[src/rtl/channel_fifo.sv]
// Packet-commit FIFO: bytes are written speculatively and only become visible to
// the read side once the in-flight packet is committed; a flush rolls it back.
module channel_fifo #(
    parameter int DATA_WIDTH = 8,
    parameter int ADDR_WIDTH = 4
) (
    input  logic                  clk,
    input  logic                  rst,
    input  logic                  fifo_push,
    input  logic                  fifo_flush,
    input  logic                  fifo_wr_ptr_upd,
    input  logic [DATA_WIDTH-1:0] fifo_data_in,
    output logic                  fifo_full,
    input  logic                  rd_en,
    output logic [DATA_WIDTH-1:0] rd_data,
    output logic                  rd_valid,
    output logic                  empty,
    output logic [ADDR_WIDTH:0]   used,
    output logic                  ovf
);

    localparam int DEPTH = 1 << ADDR_WIDTH;
    localparam logic [ADDR_WIDTH:0] FULL_CNT = {1'b1, {ADDR_WIDTH{1'b0}}};

    logic [DATA_WIDTH-1:0] mem_q [DEPTH];

    logic [ADDR_WIDTH:0]   wr_ptr_q, wr_ptr_d;
    logic [ADDR_WIDTH:0]   cm_ptr_q, cm_ptr_d;
    logic [ADDR_WIDTH:0]   rd_ptr_q, rd_ptr_d;
    logic [ADDR_WIDTH:0]   wr_post;
    logic [DATA_WIDTH-1:0] rd_data_q, rd_data_d;
    logic                  rd_valid_q, rd_valid_d;
    logic                  ovf_q, ovf_d;
    logic                  push_ok;
    logic                  pop;

    // Full counts uncommitted bytes; empty only sees committed ones.
    assign fifo_full = (wr_ptr_q - rd_ptr_q) == FULL_CNT;
    assign empty     = (rd_ptr_q == cm_ptr_q);
    assign used      = cm_ptr_q - rd_ptr_q;

    assign push_ok = fifo_push && !fifo_full && !fifo_flush;
    assign pop     = rd_en && !empty;
    assign wr_post = wr_ptr_q + {{ADDR_WIDTH{1'b0}}, push_ok};

    always_comb begin
        wr_ptr_d   = wr_post;
        cm_ptr_d   = cm_ptr_q;
        rd_ptr_d   = rd_ptr_q;
        rd_data_d  = rd_data_q;
        rd_valid_d = pop;
        ovf_d      = fifo_push && fifo_full && !fifo_flush;
        if (fifo_flush) begin
            wr_ptr_d = cm_ptr_q;
        end else if (fifo_wr_ptr_upd) begin
            cm_ptr_d = wr_post;
        end
        if (pop) begin
            rd_data_d = mem_q[rd_ptr_q[ADDR_WIDTH-1:0]];
            rd_ptr_d  = rd_ptr_q + {{ADDR_WIDTH{1'b0}}, 1'b1};
        end
    end

    always_ff @(posedge clk) begin
        if (push_ok) begin
            mem_q[wr_ptr_q[ADDR_WIDTH-1:0]] <= fifo_data_in;
        end
    end

    always_ff @(posedge clk or posedge rst) begin
        if (rst) begin
            wr_ptr_q   <= '0;
            cm_ptr_q   <= '0;
            rd_ptr_q   <= '0;
            rd_data_q  <= '0;
            rd_valid_q <= 1'b0;
            ovf_q      <= 1'b0;
        end else begin
            wr_ptr_q   <= wr_ptr_d;
            cm_ptr_q   <= cm_ptr_d;
            rd_ptr_q   <= rd_ptr_d;
            rd_data_q  <= rd_data_d;
            rd_valid_q <= rd_valid_d;
            ovf_q      <= ovf_d;
        end
    end

    assign rd_data  = rd_data_q;
    assign rd_valid = rd_valid_q;
    assign ovf      = ovf_q;

endmodule

[config.mk]
export PLATFORM = sky130hd
export DESIGN_NAME = channel_fifo
export DESIGN_NICKNAME = d
export VERILOG_FILES = /design/src/rtl/channel_fifo.sv
export SDC_FILE = /design/constraint.sdc
export NUM_CORES = 1
export LEC_CHECK = 0
export ABC_AREA = 1
export CORE_ASPECT_RATIO = 1.5
export CORE_MARGIN = 2
export CORE_UTILIZATION = 45
export DETAILED_ROUTE_END_ITERATION = 16
export HOLD_SLACK_MARGIN = 0.03
export PLACE_DENSITY = 0.77
export SYNTH_ARGS = -nofsm -noshare
export SYNTH_HDL_FRONTEND = slang
export SYNTH_SLANG_ARGS = --single-unit
[constraint.sdc]
create_clock -name clk -period 2.4 [get_ports clk]
set_input_delay 0.36 -clock clk [delete_from_list [all_inputs] [get_ports clk]]
set_output_delay 0.36 -clock clk [all_outputs]
set_load 0.1 [all_outputs]
# [Yosys cells after proc, flatten, opt, wreduce, memory -nomap -nowiden]
# Memory sizes are Yosys's and may differ from the RTL's. A register that Yosys moved wholly into a read port is not among the register bits.
# Index checks and enable logic that the tools add are counted.
[word_totals] memories=1 ramBits=128 regBits=17
[classes] bitwise_logic=1 n_mux=3 n_eq_ne=2 n_reduce_logical=9 addsub=4
[memory_table] name="mem_q" depth=16 width=8 read_ports=1 rd_ports_with_merged_regs=1 write_ports=1 line_no="25" rtl="logic [DATA_WIDTH-1:0] mem_q [DEPTH];"
[ops] operator="$sub A5 B5 Y5" count=2
[ops] operator="$add A5 B1 Y5" count=1
[ops] operator="$add A5 B1 Y5 const B" count=1
[ops] operator="$eq A5 B5 Y1" count=1
[ops] operator="$eq A5 B5 Y1 const B" count=1
[ops] operator="$logic_and A1 B1 Y1" count=5
[ops] operator="$mux W5" count=1
[ops] operator="$logic_not A1 Y1" count=3
[ops] operator="$mux W1" count=2
[ops] operator="$reduce_and A2 Y1" count=1
[ops] operator="$not A1 Y1" count=1

# [Logic depth before layout (Yosys ltp)]
[logic_depth] word_depth=7 depth_mapped=16 mapped_depth_nobuf=14

# [Worst setup path after synthesis]
# OpenSTA, ideal clock, no wires.
[synth_timing] path_type="register to output" start="reg rd_ptr_q[3]" end="out used[4]" arrival_ns=2.711 path_stages_with_launch=7 n_path_buf=1 slack_ns=-0.671 path_cell_list="dfrtp_1 > inv_1 > clkbuf_1 > ha_1 > a21oi_1 > o21ai_0 > xor2_1"
[synth_via] elab_chain_cells=1
[synth_lines] element="start: declaration" line_no="29" rtl="logic [ADDR_WIDTH:0] rd_ptr_q, rd_ptr_d;"
[synth_lines] element="start signal: assignment" line_no="81" rtl="rd_ptr_q <= rd_ptr_d;"
[synth_lines] element="$sub A5 B5 Y5" line_no="40" rtl="assign used = cm_ptr_q - rd_ptr_q;"
[synth_lines] element="end: declaration" line_no="18" rtl="output logic [ADDR_WIDTH:0] used,"
# Every way passes these cells.

# [Worst setup path in the final report]
[layout_timing] start="reg cm_ptr_q[0]" end="out used[4]"
[layout_via] elab_chain_cells=1
[layout_lines] element="start: declaration" line_no="28" rtl="logic [ADDR_WIDTH:0] cm_ptr_q, cm_ptr_d;"
[layout_lines] element="start signal: assignment" line_no="80" rtl="cm_ptr_q <= cm_ptr_d;"
[layout_lines] element="$sub A5 B5 Y5" line_no="40"
# Every way passes these cells.

==> out/metrics.yaml <==
outcome:
  status: "finished clean"
drt:
  route.final.wire_length_um: 15400
  wl_per_cell_um: 15.9
  vias: 4837
  vias_per_cell: 4.97
  route.antenna.remaining_nets: 0
  dr.first_iter.drc_count: 485
  detail_route.drc_violations: 0
  detail_route.first_pass.iterations: 5
global_routing:
  largest_net_degree_at_the_start_of_global_routing: 68
  first_pass_grt_wire_length_um: 24700
  grt_pass1_vias: 4784
  grt_antenna_before_repair: 0
  grt_remaining_overflow: 0
  groute.usage.overall: 0.199
clock_tree:
  cts_max_path_buffers: 2
  worst_setup_hold_path_clk_slew_ps: 60
  cts.root.buffer_cell: "sky130_fd_sc_hd__clkbuf_16"
  cts_tree: "done"
  cts-htree-levels: 4
  holdBufCountCts: 0
  cts_sinks: 153
  worstSkewPairLatency_ps: 420
  tritoncts.num_buffers: 17
timing:
  totalNegativeSetupSlack_ps: 0
  fin_worst_skew_ps: 11.5
  rsz_0062_raised_after_global_routing: "yes"
  timing.final.crit_share: 0.982
  finalWorstPathRequiredPeriod_ps: 2360
  setup_violation_total_in_the_final_timing_report: 0
  timing.final.hold_violations: 0
  worst_pin_slew_ps: 785
  timing.slew.headroom: 0.475
  fin_hold_ws_ps: 308
  final-max-slew-violation-count: 0
  clock.fmax_mhz: 424
power:
  leakage_nw: 3.62
  vdd_ir_drop_max_mv: 3.26
  finalPower_mw: 11.8
  p_per_area_nw_per_um2: 1420
logic_synthesis:
  ys_seq_area_frac: 0.639
  synth.largest_area_cell: "sky130_fd_sc_hd__edfxtp_1"
  synth.distinct_cells: 25
  synthesis.nets: 743
  syn-instance-count: 717
  async_flop_share: 0.163
  netlist_top_cells_area: "sky130_fd_sc_hd__edfxtp_1, sky130_fd_sc_hd__nand2_1, sky130_fd_sc_hd__dfrtp_1, sky130_fd_sc_hd__inv_1, sky130_fd_sc_hd__nand3_1"
  synth_area_um2: 7000
  ys.flop_type: "sky130_fd_sc_hd__edfxtp_1"
  yosysMostFrequentCell: "sky130_fd_sc_hd__nand2_1"
  synth.yosys.warnings: 0
  synth_largest_type_area_fraction: 0.549
  postSynthRegisterBits: 153
  number_of_synthesized_flops_with_an_enable_pin: 128
  synth.cells.most_frequent: "sky130_fd_sc_hd__nand2_1, sky130_fd_sc_hd__edfxtp_1, sky130_fd_sc_hd__inv_1"
  syn_avg_cell_area_um2: 9.76
floorplan:
  die_width_um: 106
  die_h_um: 157
  io-pin-count: 31
  total_die_area_um2: 16600
  core-area_um2: 15100
  placementRows: 55
  floorplan.initialDensity: 0.462
worst_setup_path:
  timing.critical_path.from: "cm_ptr_q[0]"
  crit_fanout: 3
  timing.setup.critical_path_class: "reg2out"
  critPathCaptureType: "output pin"
  required_ps: 2040
  timing.rr.start: "rd_ptr_q[3]"
  cp.arrival_ps: 2000
  worstSetupStartpointType: "register"
run:
  drv.max_cap_violation_count: 0
cells_and_area:
  design_area_um2: 8340
  finish.net_count: 787
  syn2layout_area_growth_pct: 19.2
  drive_gt1_frac: 0.129
  insertedDiodeCount: 0
  nFillCells: 1299
placed_design:
  dpl-instance-area_um2: 7630
  portBuffers: 30
  dp_hpwl_um: 9910
  place.gp.congestion: 0.822
min_path:
  min-delay-path-class: "in2async"
[critical path, stage by stage, from the launching register on]
cell and delay, ps:
sky130_fd_sc_hd__dfrtp_1 360, sky130_fd_sc_hd__inv_1 50, sky130_fd_sc_hd__ha_2 200, sky130_fd_sc_hd__fa_2 390
sky130_fd_sc_hd__o21ai_2 180, sky130_fd_sc_hd__xor2_2 200, sky130_fd_sc_hd__buf_12 200
[routing by layer]
layer | global-route usage | up-vias | wire length [um]
met2 | 0.353 | 184 | 8200
met5 | 0 | - | 0
li1 | - | 2360 | -
met3 | 0.0387 | 44 | 778
met4 | 0.112 | 0 | 645
met1 | 0.223 | 2249 | 5800
[layout make-up]
class	count	area, um2	area share
Clock inverter	8	105	0.0126
Timing Repair Buffer	53	543	0.0651
Tap cell	199	249	0.0299
Multi-Input combinational cell	410	1980	0.237
Clock buffer	24	524	0.0629
Inverter	126	473	0.0567
Sequential cell	153	4470	0.536
[what timing repair did]
action,CTS,global route
setup endpoints to repair,3,49
setup buffers,2,0
resized for setup,5,17
pin swaps,0,6
[cells in the final DEF (no fill, tap or decap), types with 2 or more instances in the layout]
| cell type | instances |
|---|---|
| sky130_fd_sc_hd__buf_4 | 31 |
| sky130_fd_sc_hd__nor2_2 | 8 |
| sky130_fd_sc_hd__ha_1 | 8 |
| sky130_fd_sc_hd__o21ai_2 | 2 |
| sky130_fd_sc_hd__inv_1 | 122 |
| sky130_fd_sc_hd__ha_2 | 2 |
| sky130_fd_sc_hd__nand2_1 | 201 |
| sky130_fd_sc_hd__nand3_1 | 90 |
| sky130_fd_sc_hd__clkinvlp_4 | 3 |
| sky130_fd_sc_hd__xor2_2 | 3 |
| sky130_fd_sc_hd__clkdlybuf4s50_1 | 13 |
| sky130_fd_sc_hd__clkbuf_1 | 2 |
| sky130_fd_sc_hd__clkbuf_8 | 3 |
| sky130_fd_sc_hd__dfrtp_1 | 24 |
| sky130_fd_sc_hd__edfxtp_1 | 128 |
| sky130_fd_sc_hd__xor2_1 | 5 |
| sky130_fd_sc_hd__buf_12 | 9 |
| sky130_fd_sc_hd__xnor2_1 | 2 |
| sky130_fd_sc_hd__clkbuf_16 | 19 |
| sky130_fd_sc_hd__o21ai_0 | 11 |
| sky130_fd_sc_hd__nor2_1 | 60 |
| sky130_fd_sc_hd__nand2_2 | 4 |
| sky130_fd_sc_hd__a21oi_1 | 4 |
| sky130_fd_sc_hd__bufinv_16 | 2 |
| sky130_fd_sc_hd__inv_2 | 3 |
[registers in the layout, indices dropped and copies added (netlist names)]
| signal | cells |
|---|---|
| wr_ptr_q | 5 |
| rd_ptr_q | 5 |
| ovf | 1 |
| rd_data | 8 |
| rd_valid | 1 |
| mem_q | 128 |
| cm_ptr_q | 5 |
[per-stage QoR]
step	instances	setup WS [ps]	util
3_5_place_dp	939	99.5	0.504
5_1_grt	973	-46.6	0.551
2_1_floorplan	717	-208	-
3_3_place_gp	939	188	0.504
6_report	973	42.2	0.551
4_1_cts	973	0.685	0.548
[final timing paths]
path,end,slack (ps),depth (start not counted)
min,rd_ptr_q[3],310,3
max,used[4],40,6
max in group asynchronous,rd_ptr_q[0],1820,3
min in group clk,rd_data[3],510,2
min reg2reg,rd_data[3],510,2
max reg2reg,mem_q[1][6],80,9
[report_power, final]
| group | switching, mW | internal (mW) | leakage, nW |
|---|---|---|---|
| clock | 1.02 | 1.74 | 0.299 |
| combinational | 3.99 | 1.78 | 1.87 |
| sequential | 0.146 | 3.16 | 1.45 |
[logic make-up after synthesis]
kind of cell | synth area share
and+or+nand+nor | 0.215
DFF | 0.639
buffers and inverters | 0.0924
adders and majority gates | 0.0225
xor gates and xnor gates | 0.0138
AOI/OAI and AO/OA | 0.0179
Power figures use the tool's default switching activity.
